### config.mk
export PLATFORM = sky130hd
export DESIGN_NAME = mem_ctrl
export DESIGN_NICKNAME = d
export VERILOG_FILES = /design/src/rtl/mem_ctrl_pkg.sv /design/src/rtl/mem_ctrl.sv
export SDC_FILE = /design/constraint.sdc
export NUM_CORES = 1
export LEC_CHECK = 0
export BUFFER_PORTS_ARGS = -buffer_cell sky130_fd_sc_hd__buf_2
export CORE_MARGIN = 5
export CORE_UTILIZATION = 43
export CTS_CLUSTER_SIZE = 14
export DETAILED_ROUTE_END_ITERATION = 8
export PLACE_DENSITY_LB_ADDON = 0.25
export SETUP_SLACK_MARGIN = 0.2
export SYNTH_ARGS = -nofsm -noshare
export SYNTH_HDL_FRONTEND = slang
export SYNTH_SLANG_ARGS = --single-unit
### constraint.sdc
create_clock -name clk -period 1.7 [get_ports clk]
set_input_delay 0.17 -clock clk [delete_from_list [all_inputs] [get_ports clk]]
set_output_delay 0.17 -clock clk [all_outputs]
set_load 0.01 [all_outputs]
### src/rtl/mem_ctrl_pkg.sv
// rtl/mem_ctrl_pkg.sv - shared FSM states and burst constants for the memory controller
package mem_ctrl_pkg;

  typedef enum logic [1:0] {
    IDLE = 2'd0,
    RD   = 2'd1,
    RESP = 2'd2,
    WR   = 2'd3
  } state_t;

  localparam int MAX_BURST = 4;
  localparam int LEN_WIDTH = $clog2(MAX_BURST);

endpackage

### src/rtl/mem_ctrl.sv
// rtl/mem_ctrl.sv - single-port RAM controller: one-word writes, 1..4 word read bursts
module mem_ctrl
  import mem_ctrl_pkg::*;
#(
  parameter int MEM_WIDTH = 16,
  parameter int MEM_DEPTH = 256,
  localparam int ADDR_WIDTH = $clog2(MEM_DEPTH)
) (
  input  logic                  clk,
  input  logic                  rst_n,
  input  logic                  req_valid,
  output logic                  req_ready,
  input  logic                  req_we,
  input  logic [ADDR_WIDTH-1:0] req_addr,
  input  logic [LEN_WIDTH-1:0]  req_len,
  input  logic [MEM_WIDTH-1:0]  req_wdata,
  output logic                  resp_valid,
  input  logic                  resp_ready,
  output logic [MEM_WIDTH-1:0]  resp_data,
  output logic                  resp_last,
  output logic [ADDR_WIDTH-1:0] ram_addr,
  output logic                  ram_r_en,
  output logic                  ram_w_en,
  output logic [MEM_WIDTH-1:0]  ram_wdata,
  input  logic [MEM_WIDTH-1:0]  ram_rdata
);

  localparam logic [ADDR_WIDTH-1:0] LAST_ADDR = ADDR_WIDTH'(MEM_DEPTH - 1);

  state_t                state, state_n;
  logic [ADDR_WIDTH-1:0] mar, mar_n;
  logic [MEM_WIDTH-1:0]  mdr, mdr_n;
  logic [LEN_WIDTH-1:0]  remaining, remaining_n;

  always_ff @(posedge clk or negedge rst_n) begin
    if (!rst_n) begin
      state     <= IDLE;
      mar       <= '0;
      mdr       <= '0;
      remaining <= '0;
    end else begin
      state     <= state_n;
      mar       <= mar_n;
      mdr       <= mdr_n;
      remaining <= remaining_n;
    end
  end

  always_comb begin
    state_n     = state;
    mar_n       = mar;
    mdr_n       = mdr;
    remaining_n = remaining;
    case (state)
      IDLE: begin
        if (req_valid) begin
          mar_n       = req_addr;
          mdr_n       = req_wdata;
          remaining_n = req_we ? '0 : req_len;
          state_n     = req_we ? WR : RD;
        end
      end
      RD: begin
        mdr_n   = ram_rdata;
        state_n = RESP;
      end
      RESP: begin
        if (resp_ready) begin
          if (remaining == '0) begin
            state_n = IDLE;
          end else begin
            // Explicit wrap keeps non-power-of-two depths inside the array.
            remaining_n = remaining - 1'b1;
            mar_n       = (mar == LAST_ADDR) ? '0 : mar + 1'b1;
            state_n     = RD;
          end
        end
      end
      WR:      state_n = IDLE;
      default: state_n = IDLE;
    endcase
  end

  assign req_ready  = (state == IDLE);
  assign resp_valid = (state == RESP);
  assign resp_last  = (state == RESP) && (remaining == '0);
  assign resp_data  = mdr;
  assign ram_addr   = mar;
  assign ram_wdata  = mdr;
  assign ram_r_en   = (state == RD);
  assign ram_w_en   = (state == WR);

endmodule

==> run metrics, run 1 <==
post-synth net total 220; post-synthesis sequential area ratio 45.8%; PwrDens 1960 nW/µm²; RSZ-0062 raised after global routing true; vias per cell 5.14; Yosys cell types 29; Antenna Cells 0; CP Class register to primary output; Slew Viols, Final 0; dominant cell type by area after synthesis dfrtp_1; io pins 92; worst hold slack 0.0523 ns; Placer Congestion 0.868; leakage 1.14 nW; CP max-delay cell dfrtp_1; Mapped Area 1530 µm²; DRC Markers 0; final net count 311; top post-synthesis cells by area dfrtp_1 46%, o21ai_0 8.5%, buf_4 8.3%; crit-path cells or2b_4 > inv_8 > and2_4 > buf_6; Post-Syn Instances 171; Routed wire per std cell 13.9 µm; clock-pin transition on the worst setup and hold timing paths 0.15 ns; endpoint class of the critical path primary output; Die Area 4850 µm²; Layout area overhead 41.0%; max-cap viol count 0; Internal 0.00242 W; Yosys reg bits 28; type of the tightest min-delay check input pin to register; Max rail drop VDD 1280 µV; Reg2Reg Depth 7; initial drt markers 80; most frequent cells in the layout 89 x buf_2, 28 x dfrtp_1, 25 x nand2_1, 25 x o21ai_0, 16 x a22oi_1; Clock H-tree levels 1; crit path DAT 1.33 ns; combinational share of power 59.5%; first-pass GRT wire length 6.69 mm; clock skew 0.00415 ns; Slew headroom 59.6%; PnR worst setup slack 0.204 ns; CTS Buf Count 3; Bufs on Longest Clock Path 2; detailed placement HPWL 3.06 mm; switching part of the total 42.7%; core area 3390 µm²; DRT Wirelength 4.28 mm; top-area cell type share of the netlist area 45.8%; slowest cell delay on critical path 0.42 ns; FP Rows 21; crit path launch type register; hold path depth 2; synth warn 0; total negative slack 0 ns; via count 1,578; NetSw 0.00181 W; TritonCTS clock tree done; GR Util All Layers 16.4%; 1st-pass router iterations 4; Die H 69.7 µm; min Tclk post-route 1.50 ns; outcome finished, final reports clean; largest net degree at the start of global routing 29; clock sinks 28; Worst-Margin Slew 0.607 ns; Crit path max-delay family simple AND/OR/NAND/NOR gates; initial core utilization 45.1%; remaining global-route overflow 0; vias in the first global route 1,477; layout cells sized above 1 46.7%; critical path peak fanout 4; Avg Cell Area, Syn 8.95 µm²; pre-CTS setup slack 0.134 ns; Worst path depth 4; post-route ant nets 0; Port Buf Inserts 91; commonest non-fill, non-tap cell in the layout buf_2; final hold vios 0; clock share of power 10.6%; Horiz. Die Dim 69.7 µm; Final setup viols 0; initial antenna violation count 0; power share of the sequential group 29.9%; Final period util 88.0%; CP Buf/Inv Count 2; Highest Clock Rate 0.668 GHz; WP data required 1.53 ns; Root Buffer clkbuf_4; clk_lat worst skew 0.33 ns
## sequential cells by signal (all words and copies together), names as in the netlist
name,flops
ram_addr,8
remaining,2
ram_wdata,16
state,2
## area by class of cell
class	instances	area, µm²
Sequential cell	28	701
Clock inverter	1	30.0
Timing Repair Buffer	111	658
Fill cell	291	1230
Tap cell	46	57.6
Multi-Input combinational cell	112	656
Clock buffer	3	22.5
Inverter	6	32.5
## synthesized netlist by cell type
cell and instances:
a21oi_1 8, a22o_1 1, a22oi_1 16, a22oi_4 1
a2bb2oi_1 1, a31oi_1 3, and2_1 2, and3_1 2
and3b_1 1, buf_2 4, buf_4 17, clkbuf_1 4
dfrtp_1 28, ha_1 2, inv_1 4, inv_2 2
nand2_1 25, nand3_1 4, nand4_1 2, nor2_1 5
nor2b_1 3, nor3_1 1, nor4_1 1, o21ai_0 26
o21bai_1 1, o22ai_1 3, o2bb2ai_1 2, o31ai_1 1
or2b_4 1
## metal layers
layer / up-vias / wire length, µm / global-route usage [%]
met5: - / 0 / 0
met4: 0 / 57 / 3.62
met3: 6 / 407 / 6.52
met2: 80 / 2040 / 29.2
met1: 717 / 1770 / 18.5
li1: 775 / - / -
## power groups by stage
| stage | clock (W) | sequential, W | combinational (W) |
|---|---|---|---|
| floorplan | 0 | 0.00139 | 0.00136 |
| global placement | 0 | 0.00129 | 0.00209 |
| detailed placement | 0 | 0.00129 | 0.00211 |
| CTS | 0.000448 | 0.00126 | 0.00227 |
| global route | 0.000492 | 0.00132 | 0.00276 |
| finish | 0.000447 | 0.00127 | 0.00252 |
## kinds of logic after synthesis
family                   synth area share (%)
AO/OA/AOI/OAI                            26.1
adder cells (fa/ha/maj)                  1.64
AND/OR/NAND/NOR                          14.4
buffers and inverters                    12.1
flip-flops                               45.8
## what timing repair did
item,CTS,global route
endpoints found under the hold margin,28,0
pin swaps,0,2
resized for setup,7,9
cloned,0,1
buffers inserted,5,6
endpoints found under the setup margin,7,10
hold buffers,1,0
## metrics by stage
| stage | util (%) | total power, W | cells | area (µm²) |
|---|---|---|---|---|
| finish | 63.6 | 0.00423 | 307 | 2160 |
| global route | 63.6 | 0.00458 | 307 | 2160 |
| CTS | 60.5 | 0.00398 | 300 | 2050 |
| detailed placement | 57.0 | 0.00340 | 290 | 1930 |
| global placement | 57.0 | 0.00338 | 290 | 1930 |
| floorplan | - | 0.00275 | 171 | 1530 |
## worst paths after layout
| check | startpoint | to | slack [ns] |
|---|---|---|---|
| max | state[0] | resp_last | 0.20 |
| min | resp_ready | state[1] | 0.05 |
| max reg2reg | state[1] | ram_addr[3] | 0.27 |
| min reg2reg | remaining[1] | remaining[1] | 0.51 |
| max in group asynchronous | rst_n | state[0] | 0.96 |
| min in group asynchronous | rst_n | ram_wdata[5] | 0.35 |
(Power assumes the default switching activity.)
==> inputs of run 2 (changes only) <==
==> constraint.sdc (replaced) <==
create_clock -name clk -period 1.69 [get_ports clk]
set_input_delay 0.169 -clock clk [delete_from_list [all_inputs] [get_ports clk]]
set_output_delay 0.169 -clock clk [all_outputs]
set_load 0.01 [all_outputs]
==> run 2 against run 1 <==
Against the previous run: power shrank 4.2%; flip-flop and latch count is the same; sequential power is essentially flat; clock-buffer cell count is the same; non-clock buffer count shrank 1; via count shrank 0.82%; worst setup slack gained 0.0073 ns; critical path depth is the same; cell area shrank 1.3%; clock skew grew 0.0041 ns; sequential share of layout area grew 0.50 points; critical path type unchanged; highest routed layer unchanged.
==> run metrics, run 2 (same netlist as run 1, synthesis figures left out) <==
most frequent cells in the layout 90 x buf_2, 27 x dfrtp_1, 25 x nand2_1 (was 89 x buf_2, 28 x dfrtp_1, 25 x nand2_1, 25 x o21ai_0, 16 x a22oi_1); DRC Markers 0 (unchanged); Clock H-tree levels 1 (unchanged); vias in the first global route 1,441 (was 1,477); Worst-Margin Slew 0.602 ns (was 0.607 ns); max-cap viol count 0 (unchanged); layout cells sized above 1 48.5% (was 46.7%); Die H 69.7 µm (unchanged); commonest non-fill, non-tap cell in the layout buf_2 (unchanged); 1st-pass router iterations 4 (unchanged); FP Rows 21 (unchanged); Post-Layout Cell Count 306 (was 307); largest net degree at the start of global routing 29 (unchanged); type of the tightest min-delay check input pin to register (unchanged); clock skew 0.00823 ns (was 0.00415 ns); crit path launch type register (unchanged); total chip power 0.00405 W (was 0.00423 W); Port Buf Inserts 91 (unchanged); leakage 1.12 nW (was 1.14 nW); outcome finished, final reports clean (unchanged); initial core utilization 45.1% (unchanged); design area 2130 µm² (was 2160 µm²); clk_lat worst skew 0.32 ns (was 0.33 ns); RSZ-0062 raised after global routing true (unchanged); met1 Resource Use GR 19.2% (was 18.5%); Horiz. Die Dim 69.7 µm (unchanged); DRT Wirelength 4.17 mm (was 4.28 mm); first-pass GRT wire length 6.54 mm (was 6.69 mm); io pins 92 (unchanged); Most Used Layer, Global Route met2 (unchanged); initial antenna violation count 0 (unchanged); Slew Viols, Final 0 (unchanged); Routed wire per std cell 13.6 µm (was 13.9 µm); endpoint class of the critical path primary output (unchanged); Placer Congestion 0.871 (was 0.868); CP Class register to primary output (unchanged); initial drt markers 102 (was 80); Final setup viols 0 (unchanged); CTS Buf Count 3 (unchanged); grt met2 use 28.0% (was 29.2%); Antenna Cells 0 (unchanged); dpl cells 291 (was 290); final hold vios 0 (unchanged); Largest register FFs 16 (unchanged); final net count 311 (unchanged); via count 1,565 (was 1,578); total negative slack 0 ns (unchanged); crit path DAT 1.31 ns (was 1.33 ns); WP data required 1.52 ns (was 1.53 ns); post-route ant nets 0 (unchanged); Max rail drop VDD 881 µV (was 1280 µV); vias per cell 5.11 (was 5.14); Slew headroom 59.8% (was 59.6%); min Tclk post-route 1.48 ns; PwrDens 1900 nW/µm² (was 1960 nW/µm²); Die Area 4850 µm² (unchanged); Root Buffer clkbuf_4 (unchanged); clock sinks 28 (unchanged); critical path peak fanout 5 (was 4); Highest Clock Rate 0.676 GHz; core area 3390 µm² (unchanged); GR Util All Layers 16.0% (was 16.4%); clock-pin transition on the worst setup and hold timing paths 0.13 ns (was 0.15 ns); Final period util 87.5%; detailed placement HPWL 3.05 mm (was 3.06 mm); met3 Usage GRT 4.78% (was 6.52%); remaining global-route overflow 0 (unchanged); TritonCTS clock tree done (unchanged); Layout area overhead 39.1% (was 41.0%); filler cell count 291 (unchanged); Placement Cell Area 1940 µm² (was 1930 µm²); Bufs on Longest Clock Path 2 (unchanged)
run 2: through the flow:
stage | hold WS [ns] | worst slack (ns) | utilization (%)
after CTS | 0.0453 | 0.149 | 59.0
after floorplan | -0.127 | 0.229 | -
final | 0.0595 | 0.211 | 62.8
after global placement | 0.214 | 0.150 | 57.3
after detailed placement | 0.217 | 0.120 | 57.3
after global routing | 0.0429 | 0.120 | 62.8
run 2: what timing repair did:
action                     in CTS  in global routing
resized for setup               5                 16
hold endpoints to repair       28                  0
setup buffers                   2                  8
hold buffers                    1                  0
cloned                          0                  1
pin swaps                       0                  4
setup endpoints to repair       9                 15
run 2: worst paths after layout:
kind | startpoint | endpoint | slack, ns | cells past startpoint
max | state[0] | resp_last | 0.21 | 4
min | resp_ready | state[1] | 0.06 | 2
max reg2reg | remaining[0] | ram_addr[5] | 0.24 | 6
min reg2reg | ram_wdata[11] | ram_wdata[11] | 0.51 | 2
max in group asynchronous | rst_n | ram_addr[0] | 0.89 | 2
min in group asynchronous | rst_n | ram_wdata[13] | 0.38 | 2
run 2: final cells by class:
| cell class | count | area (µm²) | area share, % |
|---|---|---|---|
| clock buffer | 3 | 22.5 | 1.06 |
| timing repair buffer | 110 | 632 | 29.7 |
| tap | 46 | 57.6 | 2.70 |
| sequential | 28 | 702 | 33.0 |
| multi-input combinational | 112 | 673 | 31.6 |
| inverter | 6 | 35.0 | 1.65 |
| timing repair inverter | 1 | 6.26 | 0.294 |
run 2: metal layers:
layer  share of wire [%]  vias to the layer above
met5                   0                        -
met1                  42                      719
li1                    -                      780
met3                 9.2                        2
met4                0.31                        0
met2                  49                       64
run 2: report_power, final:
part | internal (W) | switching [W] | total [W] | leakage (nW)
clock network | 0.0000835 | 0.000184 | 0.000267 | 0.0138
logic | 0.00117 | 0.00136 | 0.00252 | 0.761
registers | 0.000996 | 0.000266 | 0.00126 | 0.341
run 2: worst max-delay path, cell delays in order, from the launching register on:
cell     delay (ns)
dfrtp_1        0.40
or2b_4         0.28
inv_8          0.08
and2_4         0.14
buf_6          0.09
